--- config.mk ---
export PLATFORM = sky130hd
export DESIGN_NAME = neuron_sequencer
export DESIGN_NICKNAME = d
export VERILOG_FILES = /design/src/rtl/neuron_sequencer.sv
export SDC_FILE = /design/constraint.sdc
export NUM_CORES = 1
export LEC_CHECK = 0
export CORE_ASPECT_RATIO = 1.1
export CORE_MARGIN = 2
export CORE_UTILIZATION = 51
export CTS_BUF_LIST = sky130_fd_sc_hd__clkbuf_16
export CTS_CLUSTER_SIZE = 10
export DETAILED_ROUTE_END_ITERATION = 10
export PLACE_DENSITY = 0.76
export SLEW_MARGIN = 20
export SYNTH_ARGS = -nofsm -noshare
export SYNTH_HDL_FRONTEND = slang
export SYNTH_SLANG_ARGS = --single-unit
--- constraint.sdc ---
create_clock -name clk -period 2.09 [get_ports clk]
set_clock_uncertainty 0.15 [all_clocks]
set_input_delay 0.418 -clock clk [delete_from_list [all_inputs] [get_ports clk]]
set_output_delay 0.418 -clock clk [all_outputs]
set_load 0.02 [all_outputs]
--- src/rtl/neuron_sequencer.sv ---
// Layer sequencer: steps one shared neuron datapath through NUM_NEURONS neurons
// (LOAD, 32 MAC steps, CAPTURE each). Optional abort input under NEURON_SEQ_ABORT_EN.
module neuron_sequencer #(
    parameter int NUM_NEURONS = 30,
    parameter int IDX_W       = 5
) (
    input  logic                     clk,
    input  logic                     rst_n,
    input  logic                     start,
`ifdef NEURON_SEQ_ABORT_EN
    input  logic                     abort,
`endif
    output logic                     busy,
    output logic [IDX_W-1:0]         neuron_idx,
    output logic [2:0]               counter_8,
    output logic [1:0]               counter_4,
    output logic                     second,
    input  logic [7:0]               neuron_out,
    output logic [NUM_NEURONS*8-1:0] layer_out,
    output logic                     out_valid,
    input  logic                     out_ready
);

    typedef enum logic [2:0] {IDLE, LOAD, MAC, CAPTURE, DONE} state_t;

    localparam logic [IDX_W-1:0] LAST_IDX = IDX_W'(NUM_NEURONS - 1);

    state_t state;
    logic   abort_hit;

    // busy && !out_valid is exactly LOAD, MAC or CAPTURE
`ifdef NEURON_SEQ_ABORT_EN
    assign abort_hit = abort && busy && !out_valid;
`else
    assign abort_hit = 1'b0;
`endif

    always_ff @(posedge clk) begin
        if (!rst_n) begin
            state      <= IDLE;
            busy       <= 1'b0;
            out_valid  <= 1'b0;
            neuron_idx <= '0;
            counter_8  <= '0;
            counter_4  <= '0;
            second     <= 1'b0;
            layer_out  <= '0;
        end else if (abort_hit) begin
            state      <= IDLE;
            busy       <= 1'b0;
            out_valid  <= 1'b0;
            neuron_idx <= '0;
            counter_8  <= '0;
            counter_4  <= '0;
            second     <= 1'b0;
        end else begin
            second <= 1'b0;
            case (state)
                IDLE: begin
                    if (start) begin
                        state      <= LOAD;
                        busy       <= 1'b1;
                        neuron_idx <= '0;
                        layer_out  <= '0;
                    end
                end
                LOAD: begin
                    state     <= MAC;
                    counter_8 <= '0;
                    counter_4 <= '0;
                end
                MAC: begin
                    // second is registered, so raise it one step ahead of counter_4==3
                    counter_4 <= counter_4 + 2'd1;
                    second    <= (counter_4 == 2'd2);
                    if (counter_4 == 2'd3) begin
                        if (counter_8 == 3'd7) begin
                            state     <= CAPTURE;
                            counter_8 <= '0;
                        end else begin
                            counter_8 <= counter_8 + 3'd1;
                        end
                    end
                end
                CAPTURE: begin
                    for (int i = 0; i < NUM_NEURONS; i++) begin
                        if (neuron_idx == IDX_W'(i)) layer_out[8*i +: 8] <= neuron_out;
                    end
                    if (neuron_idx == LAST_IDX) begin
                        state     <= DONE;
                        out_valid <= 1'b1;
                    end else begin
                        state      <= LOAD;
                        neuron_idx <= neuron_idx + 1'b1;
                    end
                end
                DONE: begin
                    if (out_ready) begin
                        state      <= IDLE;
                        busy       <= 1'b0;
                        out_valid  <= 1'b0;
                        neuron_idx <= '0;
                    end
                end
                default: state <= IDLE;
            endcase
        end
    end

endmodule

==> results of run 1 <==
## routing by layer
layer  wire [microns]  up-vias  track usage
met5                0        -            0
met3             4080      102       0.0461
met2            19700      802        0.508
li1                 -     5994            -
met4             1170        0       0.0902
met1            17000     6296        0.423
## what timing repair did
| action | 4_1_cts | 5_1_grt |
|---|---|---|
| hold endpoints to repair | 0 | 0 |
| setup buffers | 0 | 1 |
| resized for setup | 205 | 48 |
| endpoints found under the setup margin | 205 | 83 |
| pin swaps | 0 | 0 |
## stage by stage
stage | area [sq um] | total power [mW] | util | setup WS [ns]
floorplan | 12400 | 6.21 | - | 0.0377
global placement | 15300 | 6.59 | 0.644 | -0.165
detailed placement | 15300 | 6.60 | 0.644 | -0.198
CTS | 15900 | 11.2 | 0.668 | 0.0000608
global route | 16000 | 11.5 | 0.674 | 0.00169
finish | 16000 | 11.2 | 0.674 | 0.0138
## placed cells by master, fill, tap and decap left out, types with 4 or more instances in the layout
| master | instances |
|---|---|
| nand4bb_1 | 11 |
| and4b_2 | 7 |
| o21a_1 | 4 |
| nand3_2 | 20 |
| clkbuf_16 | 31 |
| nor2_1 | 4 |
| o22ai_1 | 7 |
| nand4b_1 | 10 |
| dfxtp_1 | 253 |
| nand3_1 | 449 |
| ha_1 | 8 |
| dlygate4sd2_1 | 205 |
| or4b_1 | 4 |
| dlymetal6s2s_1 | 42 |
| inv_1 | 9 |
| and4bb_2 | 9 |
| nor4b_4 | 4 |
| nand2_1 | 257 |
| o21ai_0 | 5 |
| clkdlybuf4s50_1 | 17 |
| and4b_1 | 12 |
| a21oi_1 | 7 |
| buf_4 | 40 |
| buf_12 | 34 |
| a31oi_1 | 233 |
## final timing paths
kind	startpoint	endpoint	slack, ns	cells after the start
min reg2reg	layer_out[127]$_SDFFE_PN0P_	layer_out[127]$_SDFFE_PN0P_	0.31	2
max reg2reg	neuron_idx[1]$_SDFFE_PN0P_	layer_out[173]$_SDFFE_PN0P_	0.10	6
max	out_valid$_SDFFE_PN0P_	out_valid	0.01	1
min	layer_out[127]$_SDFFE_PN0P_	layer_out[127]$_SDFFE_PN0P_	0.31	2
## state kept, by name, summed over array words and instances, names as in the netlist
register	cells
layer_out	240
neuron_idx	5
counter_8	3
state	3
counter_4	2
busy	1
out_valid	1
second	1
## layout make-up
type	instances	area, sq um	share of cell area
timing repair buffer	338	3470	0.217
clock inverter	5	50.0	0.00312
inverter	8	35.0	0.00219
clock buffer	31	776	0.0484
multi-input combinational	1092	6180	0.386
sequential	256	5130	0.320
tap	305	382	0.0238
## kinds of logic after synthesis
| family | Yosys count |
|---|---|
| flops | 256 |
| mux | 3 |
| compound gates | 265 |
| xor+xnor | 2 |
| buf+inv | 208 |
| simple gates | 813 |
| fa+ha+maj | 9 |
## power by group
part / total, mW / switching (mW) / internal (mW)
combinational: 1.55 / 1.12 / 0.434
sequential: 4.97 / 0.0603 / 4.91
clock: 4.67 / 1.96 / 2.71
total: 11.2 / 3.14 / 8.06
==> results.md, run 1 <==
Status:
- The run finished with clean final reports.

STA:
- At the pin with the least slew margin, the transition time is 0.529 ns.
- The worst path needs 2.08 ns of the cycle, external delays included.
- Setup violations remaining at the end of the flow were counted as 0.
- Setup repair after global routing left no endpoint under its margin.
- Measured against its own limit, the worst slew margin works out to 0.646.
- Of the available clock period, the critical path in the final layout requires 0.993.
- Derived from the worst setup path, the maximum achievable clock frequency is 482 MHz.
- The number of hold violations in the final report is 0.
- The number of slew-limit violations in the final report is 0.
- The aggregate negative setup slack is 0 ns.
- The worst hold margin is 0.308 ns.

Global routing:
- The first global-routing pass estimated 66,000 microns of wire.
- The number of antenna violations at the first check in global routing is 0.
- The total routing resource utilization after global routing is 0.309.
- The pin count of the biggest net entering global routing is 106.
- After global routing the overflow that remains totals 0.
- The via count of the first global-routing pass is 11,944.

Drt:
- After detailed routing, the number of vias per cell comes to 6.48.
- The DRC violation count after routing is 0.
- Wires add up to 41,900 microns.
- In this run the remaining antenna-violating nets after routing total 0.
- In this run, the number of DRC markers left after iteration 0 of detailed routing was 1,424.
- The routed layout has 13,194 vias.
- After detailed routing, the average wire length per cell comes to 20.6 microns.
- Before antenna repair, the detailed router went through 6 iterations.

Flow run:
- The reported max-cap violation count is 0.

Yosys:
- Yosys printed 0 warnings.
- The simple-gate area share of the yosys netlist is 0.347.
- The post-synthesis cell count is 1,556.
- Of the post-synthesis cell area, the dominant cell type holds 0.414.
- The share of the synthesized area in compound gates (AO/OA/AOI/OAI) is 0.135.
- Sorting the synthesized cells by how often they occur yields 449 x nand3_1, 258 x nand2_1, 256 x dfxtp_1.
- The number of nets in the synthesized netlist is 1,577.
- The average instance in the mapped netlist occupies 7.96 sq um.
- The number of enable flip-flop cells after synthesis is 0.
- In the synthesized netlist the dominant register cell turns out to be dfxtp_1.
- Of the post-synthesis cell area, the part taken by muxes is 0.00344.
- The count of state elements after synthesis is 256.
- Of the total synthesized cell area, the portion taken by full adders, half adders and majority gates is 0.00909.
- The share of flip-flops with an asynchronous set or reset after synthesis is 0.
- The post-synthesis instance area is 12,400 sq um.
- dfxtp_1 takes more of the synthesized area than any other cell.
- For this run, the register share of the synthesized area comes to 0.414.
- The most frequently used cell type in the post-synthesis netlist is nand3_1.
- The distinct cell type count after synthesis is 51.
- After synthesis, the largest family of logic cells by area is simple AND/OR/NAND/NOR gates.
- Of the total synthesized cell area, the portion taken by XOR and XNOR cells is 0.00141.
- By area the synthesized netlist is led by dfxtp_1 41%, nand3_1 18%, a31oi_1 12%.

Floorplan:
- The die outline area is 25,500 sq um.
- The floorplan has 59 rows.
- The effective utilization at floorplan is 0.521.
- The height of the die is 167 microns.
- The core region is 23,800 sq um.
- The number of ports placed on the die boundary is 265.
- The horizontal extent of the die is 153 microns.

Final layout:
- The number of antenna diodes in the final layout is 0.
- The synthesis-to-finish area growth is 29.4%.
- After the flow finishes, the layout carries non-filler instances totaling 2,035.
- The final layout contains 1,747 nets.
- Of the cells placed in the final design, the portion with a size suffix greater than 1 is 0.0954.
- The layout filler cell count is 1,949.

Worst hold path:
- The class of the tightest hold or removal check is reg2reg.

Clocking:
- The cell sitting at the root of the clock tree is a clkbuf_16.
- The maximum count of clock buffers along a single path is 3.
- TritonCTS built the clock tree.
- After clock tree synthesis, the clock-pin slew on the worst setup and hold paths is 0.06 ns.
- The number of levels the H-tree was split into is 1.
- The insertion delay to the later sink of the worst-skew pair is 0.55 ns.
- Buffers inserted to repair hold after CTS numbered 0.
- The number of clock buffers inserted by TritonCTS is 30.
- Clock tree synthesis found a total of 256 sinks.

Critical path:
- The worst endpoint required time is 1.52 ns.
- In this run the worst path has a maximum fanout of 2.
- The worst path arrival time is 1.51 ns.
- Walking the worst path, the cells encountered are clkdlybuf4s50_1.
- The category of the worst setup path launch point is a register.
- In this design, the largest share of critical-path delay is due to buffers and inverters.
- The number of buffers and inverters on the critical path is 1.
- Among all stages on the critical path, the largest delay is contributed by clkdlybuf4s50_1.
- The critical path is of the reg2out type.
- The kind of end point of the critical path is an output pin.
- The stage delay of the slowest cell on the critical path is 0.61 ns.

Placement:
- The congestion estimate from routability-driven global placement came to 0.812.
- Summed over all nets, the half-perimeter wirelength after detailed placement is 26,400 microns.
- The total placed cells including tap cells is 1,998.
- The port buffer count is 264.

Power:
- The areal power density over the cells is 699 nW/um^2.
- The maximum resistive drop on vdd is 662 uV.
- In this run the static leakage power is 6.59 nW.
Power figures use the tool's default switching activity.
==> run 2: changes to the inputs <==
SETUP_SLACK_MARGIN = 0.4   (was default)
==> results.md, run 2 (same netlist as run 1, synthesis figures left out) <==
STA:
- The number of slew-limit violations in the final report is 0 (unchanged).
- The number of setup violations in the final report is 0 (unchanged).
- Setup repair after global routing could not meet its margin everywhere.
- The peak clock frequency supported by timing is 537 MHz (+12%).
- The number of hold violations in the final report came to 0 (unchanged).
- The least setup slack across all paths after layout is 0.228 ns (+0.214 ns).
- The part of the cycle the worst path needs came to 0.891 (-0.103).
- The aggregate negative setup slack was 0 ns (unchanged).
- The worst slew slack as a fraction of its limit is 0.677 (+0.0316).
- The worst-margin pin slew is 0.484 ns (-0.0452 ns).
- The final critical path time including I/O delays and setup is 1.86 ns (-0.214 ns).

Final layout:
- Ranked by flip-flop count, first place goes to layer_out.
- In the final layout, the registers with the most flip-flops are layer_out x240, neuron_idx x5.
- The flip-flop count of the largest register after layout is 240 (unchanged).
- The number of nets at the end of the flow is 1,803 (+3.2%).
- The ratio of cells with drive above 1 in the final layout is 0.311 (+0.216).
- The count of antenna diodes in the layout came to 0 (unchanged).
- The synthesis-to-finish area growth is 30.8%.
- The library cell used most frequently in the layout, excluding fill and tap cells, is nand3_1.
- Leaving out fill and tap cells, the most frequent cells in the layout are 441 x nand3_1, 256 x nand2_1, 233 x a31oi_1.

Critical path:
- The critical register-to-register path endpoint is layer_out[111]$_SDFFE_PN0P_.
- The stage delay of the slowest cell on the critical path is 0.59 ns (-0.02 ns).
- The launching point of the worst reg2reg path is state[0]$_SDFFE_PN0P_.
- The category of the worst setup path launch point is a register.
- The count of buffering cells on the critical path with inverters included is 2 (+1).
- In this run the worst setup path terminates at layer_out[111]$_SDFFE_PN0P_.
- The critical-path maximum fanout is 11 (+9).
- The worst endpoint required time came to 2.34 ns (+0.82 ns).
- The critical path goes through or4b_4 > buf_12 > clkbuf_16 > nand3_1 > a31oi_1.
- The kind of end point of the critical path is a register.
- The dominant delay contributor by cell family on the critical path is simple AND/OR/NAND/NOR gates.
- The start-to-end type of the worst setup path is reg2reg.
- The first element of the critical path is state[0]$_SDFFE_PN0P_.
- The path length in cells of the critical path is 5 (+4).
- The worst path arrival time is 2.12 ns (+0.61 ns).
- The worst reg2reg path depth is 5 (-1).
- The cell with the biggest individual delay on the critical path is or4b_4.
- The flop-to-flop setup slack is 0.23 ns (+0.13 ns).

Drt:
- The via total after detailed routing is 13,952 (+5.7%).
- The wire length per cell came to 23.2 microns (+13%).
- The number of optimization iterations in the first detailed-route pass is 6 (unchanged).
- The DRC violation count after routing came to 0 (unchanged).
- The remaining number of nets flagged by the antenna check after routing is 0 (unchanged).
- The routed wire length is 48,500 microns (+16%).
- The count of routing violations after the opening detailed-route iteration is 1,744 (+22%).
- The average via count per standard cell is 6.68 (+3.0%).

Global routing:
- The first-pass GRT wire length came to 68,100 microns (+3.2%).
- The number of antenna violations at the first check in global routing was 0 (unchanged).
- The pin count of the biggest net entering global routing is 103 (-2.8%).
- The final global-route overflow total was 0 (unchanged).
- The total routing resource utilization after global routing came to 0.321 (+0.0123).
- The via count of the first global-routing pass is 12,353 (+3.4%).

Floorplan:
- The horizontal extent of the die came to 153 microns (unchanged).
- The effective utilization at floorplan came to 0.521 (unchanged).
- The number of rows in the core area is 59 (unchanged).
- The die outline area is 25,500 sq um (unchanged).
- The placeable core region is 23,800 sq um (unchanged).
- The number of ports placed on the die boundary was 265 (unchanged).
- The height of the die is 167 microns (unchanged).

Clocking:
- The clock net sink count is 256 (unchanged).
- The clock transition time at the flip-flop clock pins of the worst setup and hold paths is 0.06 ns (about the same).
- The number of clock buffers inserted by TritonCTS is 29 (-3.3%).
- The maximum count of clock buffers along a single path is 3 (unchanged).
- The root buffer selected by CTS is clkbuf_16.
- The number of levels the H-tree was split into is 1 (unchanged).
- The number of buffers inserted for hold repair after clock tree synthesis is 0 (unchanged).
- The insertion delay to the later sink of the worst-skew pair is 0.54 ns (about the same).
- TritonCTS built the clock tree.

Placement:
- The weighted congestion at the end of routability-driven global placement is 0.808 (-0.46%).
- The detailed placement HPWL is 26,200 microns (-0.97%).
- The pre-CTS setup slack is -0.208 ns (-0.00990 ns).
- The port buffer count was 264 (unchanged).

Worst hold path:
- The min-delay analysis places its worst path in the category reg2reg.

Status:
- The flow ran to the end, and the final reports show no timing, DRC or antenna violations.

Power:
- The leakage power came to 5.77 nW (-12%).
- The areal power density over the cells is 713 nW/um^2 (+2.1%).
- The maximum resistive drop on vdd is 461 uV (-30%).

Flow run:
- The reported max-cap violation count came to 0 (unchanged).
==> run 2: worst min path at each step <==
stage                                start                          end  cells past startpoint
2_1_floorplan   neuron_idx[0]$_SDFFE_PN0P_   neuron_idx[0]$_SDFFE_PN0P_                      2
3_3_place_gp   layer_out[121]$_SDFFE_PN0P_  layer_out[121]$_SDFFE_PN0P_                      2
3_5_place_dp   layer_out[121]$_SDFFE_PN0P_  layer_out[121]$_SDFFE_PN0P_                      2
4_1_cts        layer_out[127]$_SDFFE_PN0P_  layer_out[127]$_SDFFE_PN0P_                      2
5_1_grt        layer_out[121]$_SDFFE_PN0P_  layer_out[121]$_SDFFE_PN0P_                      2
6_report       layer_out[121]$_SDFFE_PN0P_  layer_out[121]$_SDFFE_PN0P_                      2
==> run 2: what timing repair did <==
action | 4_1_cts | 5_1_grt
endpoints found under the hold margin | 0 | 0
resized for setup | 968 | 194
buffers inserted | 28 | 12
gates cloned | 4 | 19
pin swaps | 10 | 15
setup endpoints to repair | 502 | 362
==> run 2: worst min-delay path, stage by stage (launching register included) <==
cell     delay (ns)
dfxtp_1        0.32
nand2_1        0.05
o22ai_1        0.07
==> run 2: layer usage <==
layer | up-vias | global-route usage | share of wire
li1 | 6131 | - | -
met1 | 6554 | 0.431 | 0.37
met2 | 1068 | 0.509 | 0.46
met3 | 199 | 0.0587 | 0.12
met4 | 0 | 0.138 | 0.049
met5 | - | 0 | 0
==> run 2: final cells by class <==
type,count,area [sq um]
clock buffers,29,726
clock inverters,4,16.3
fillers,1931,7580
inverters,8,40.0
multi-input cells,1092,6440
flip-flops and latches,256,5190
well taps,305,382
repair buffers,395,3390
==> run 2: report_power, final <==
group / internal, mW / switching, mW
logic: 0.819 / 1.43
registers: 4.92 / 0.0398
clock network: 2.42 / 1.92
==> run 2: metrics by stage <==
stage	std cells	hold WS, ns	util	total power [mW]	cell area (sq um)
3_5_place_dp	1993	0.319	0.643	6.57	15300
4_1_cts	2058	0.334	0.654	11.0	15500
2_1_floorplan	1556	0.382	-	6.24	12500
6_report	2089	0.338	0.681	11.5	16200
3_3_place_gp	1993	0.315	0.643	6.57	15300
5_1_grt	2089	0.349	0.681	11.8	16200
==> run 3: changes to the inputs <==
SKIP_CTS_REPAIR_TIMING = 1   (was default)
==> results.md, run 3 (same netlist as run 1, synthesis figures left out) <==
Drt:
- The via total after detailed routing is 13,704 (-1.8%).
- The routed wire length was 46,100 microns (-5.0%).
- The count of routing violations after the opening detailed-route iteration came to 1,721 (-1.3%).
- The wire length per cell is 22.1 microns (-4.5%).
- The remaining number of nets flagged by the antenna check after routing is 0 (unchanged).
- The DRC violation count after routing is 0 (unchanged).
- The average via count per standard cell is 6.59 (-1.4%).
- The number of optimization iterations in the first detailed-route pass is 8 (+2).

Floorplan:
- The number of ports placed on the die boundary is 265 (unchanged).
- The effective utilization at floorplan came to 0.521 (unchanged).
- The placeable core region is 23,800 sq um (unchanged).
- The number of rows in the core area was 59 (unchanged).
- The height of the die was 167 microns (unchanged).
- The die outline area is 25,500 sq um (unchanged).
- The horizontal extent of the die is 153 microns (unchanged).

Final layout:
- The ratio of cells with drive above 1 in the final layout is 0.282 (-0.0288).
- The number of nets at the end of the flow is 1,794 (-0.50%).
- The top cell types in the final layout, fill and taps aside, are 443 x nand3_1, 258 x nand2_1, 233 x a31oi_1.
- The largest registers in the layout are layer_out x240, neuron_idx x5.
- The flip-flop count of the largest register after layout is 240 (unchanged).
- Leaving out fill and tap cells, the most frequent cell in the layout is nand3_1.
- The largest register by flop count is layer_out.
- The area growth from synthesis to layout is 29.6%.
- The count of antenna diodes in the layout is 0 (unchanged).
- The post-layout instance count excluding filler cells is 2,080 (-0.43%).

STA:
- The worst slew slack as a fraction of its limit was 0.659 (-0.0184).
- The number of setup violations in the final report is 0 (unchanged).
- The final critical path time including I/O delays and setup was 1.93 ns (+0.0661 ns).
- The aggregate negative setup slack is 0 ns (unchanged).
- The number of slew-limit violations in the final report is 0 (unchanged).
- The peak clock frequency supported by timing came to 519 MHz (-3.4%).
- The least setup slack across all paths after layout was 0.162 ns (-0.0661 ns).
- The number of hold violations in the final report is 0 (unchanged).
- Setup repair after global routing could not meet its margin everywhere.
- The worst-margin pin slew was 0.509 ns (+0.0254 ns).
- The part of the cycle the worst path needs is 0.923 (+0.0316).

Critical path:
- The worst path arrival time is 2.19 ns (+0.07 ns).
- Traced cell by cell, the critical path runs through or4b_4 > buf_12 > buf_6 > nand3_1 > a31oi_1.
- In this design, the largest share of critical-path delay is due to simple AND/OR/NAND/NOR gates.
- The largest individual stage delay along the critical path comes from the cell or4b_4.
- The worst endpoint required time is 2.35 ns (about the same).
- The start-to-end type of the worst setup path is reg2reg.
- In this run the critical register-to-register path is captured at layer_out[29]$_SDFFE_PN0P_.
- The worst setup path is launched from a register.
- STA classifies the critical path endpoint as a register.
- The flop-to-flop setup slack is 0.16 ns (-0.07 ns).
- The stage delay of the slowest cell on the critical path was 0.69 ns (+0.10 ns).
- The worst reg2reg path depth came to 5 (unchanged).
- The count of buffering cells on the critical path with inverters included is 2 (unchanged).
- In this run the critical register-to-register path is launched from state[1]$_SDFFE_PN0P_.
- The critical-path maximum fanout came to 22 (+11).

Worst hold path:
- The startpoint identified for the worst hold timing path is layer_out[127]$_SDFFE_PN0P_.
- The worst hold path terminates at layer_out[127]$_SDFFE_PN0P_.
- The worst hold path cell count is 2 (unchanged).
- The class of the tightest hold or removal check is reg2reg.

Power:
- The maximum resistive drop on vdd is 501 uV (+8.7%).
- The leakage power is 6.00 nW (+4.0%).
- The overall power of the completed layout is 11.4 mW (-0.99%).
- The areal power density over the cells is 712 nW/um^2 (about the same).

Clocking:
- The tree is rooted in a clkbuf_16.
- TritonCTS built the clock tree.
- The insertion delay to the later sink of the worst-skew pair was 0.54 ns (about the same).
- The number of levels the H-tree was split into was 1 (unchanged).
- The maximum count of clock buffers along a single path is 3 (unchanged).
- The clock net sink count is 256 (unchanged).
- The number of clock buffers inserted by TritonCTS is 29 (unchanged).
- The clock transition time at the flip-flop clock pins of the worst setup and hold paths is 0.06 ns (about the same).

Placement:
- The port buffer count is 264 (unchanged).
- The pre-CTS setup slack came to -0.208 ns (unchanged).
- The total placed cells including tap cells is 1,993 (unchanged).
- The weighted congestion at the end of routability-driven global placement is 0.808 (unchanged).
- The detailed placement HPWL is 26,200 microns (unchanged).

Global routing:
- The total routing resource utilization after global routing is 0.307 (-0.0147).
- The final global-route overflow total is 0 (unchanged).
- The first-pass GRT wire length is 65,300 microns (-4.1%).
- The number of antenna violations at the first check in global routing came to 0 (unchanged).
- The via count of the first global-routing pass is 11,903 (-3.6%).
- The pin count of the biggest net entering global routing was 103 (unchanged).

Status:
- The flow ran to the end, and the final reports show no timing, DRC or antenna violations.

Flow run:
- The reported max-cap violation count came to 0 (unchanged).
run 3: area by class of cell:
| type | count | area, sq um |
|---|---|---|
| fill | 1994 | 7720 |
| multi-input combinational | 1092 | 6330 |
| sequential | 256 | 5190 |
| timing repair buffer | 386 | 3360 |
| clock buffer | 29 | 726 |
| tap | 305 | 382 |
| inverter | 8 | 42.5 |
| clock inverter | 4 | 16.3 |
run 3: how the worst max path moves through the flow:
| stage | from | to | slack (ns) | cells after the start |
|---|---|---|---|---|
| after floorplan | neuron_idx[2]$_SDFFE_PN0P_ | layer_out[120]$_SDFFE_PN0P_ | 0.37 | 8 |
| after detailed placement | start | layer_out[180]$_SDFFE_PN0P_ | -0.21 | 5 |
| after CTS | neuron_idx[3]$_SDFFE_PN0P_ | neuron_idx[3] | -0.29 | 1 |
| after global placement | start | layer_out[150]$_SDFFE_PN0P_ | -0.20 | 5 |
| after global routing | state[1]$_SDFFE_PN0P_ | layer_out[120]$_SDFFE_PN0P_ | 0.13 | 4 |
| final | state[1]$_SDFFE_PN0P_ | layer_out[29]$_SDFFE_PN0P_ | 0.16 | 5 |
run 3: worst reg2reg max path, cell delays in order (launching register included):
cell	delay, ns
dfxtp_4	0.35
or4b_4	0.69
buf_12	0.22
buf_6	0.20
nand3_1	0.11
a31oi_1	0.07
run 3: metal layers:
metal | global-route usage | vias up | routed length, microns
met3 | 0.0556 | 178 | 4990
met2 | 0.478 | 949 | 21200
met5 | 0 | - | 0
met4 | 0.131 | 0 | 2070
li1 | - | 6106 | -
met1 | 0.419 | 6471 | 17800
run 3: where the power goes:
group	internal, mW	leakage, nW	switching, mW
registers	4.92	2.08	0.0397
clock network	2.42	0.377	1.90
logic	0.789	3.54	1.36
total	8.13	6.00	3.31
run 3: stage by stage:
stage                util  hold slack, ns  area (sq um)
global route        0.675           0.346         16000
floorplan               -           0.382         12500
global placement    0.643           0.315         15300
CTS                 0.674           0.334         16000
detailed placement  0.643           0.319         15300
finish              0.675           0.335         16000
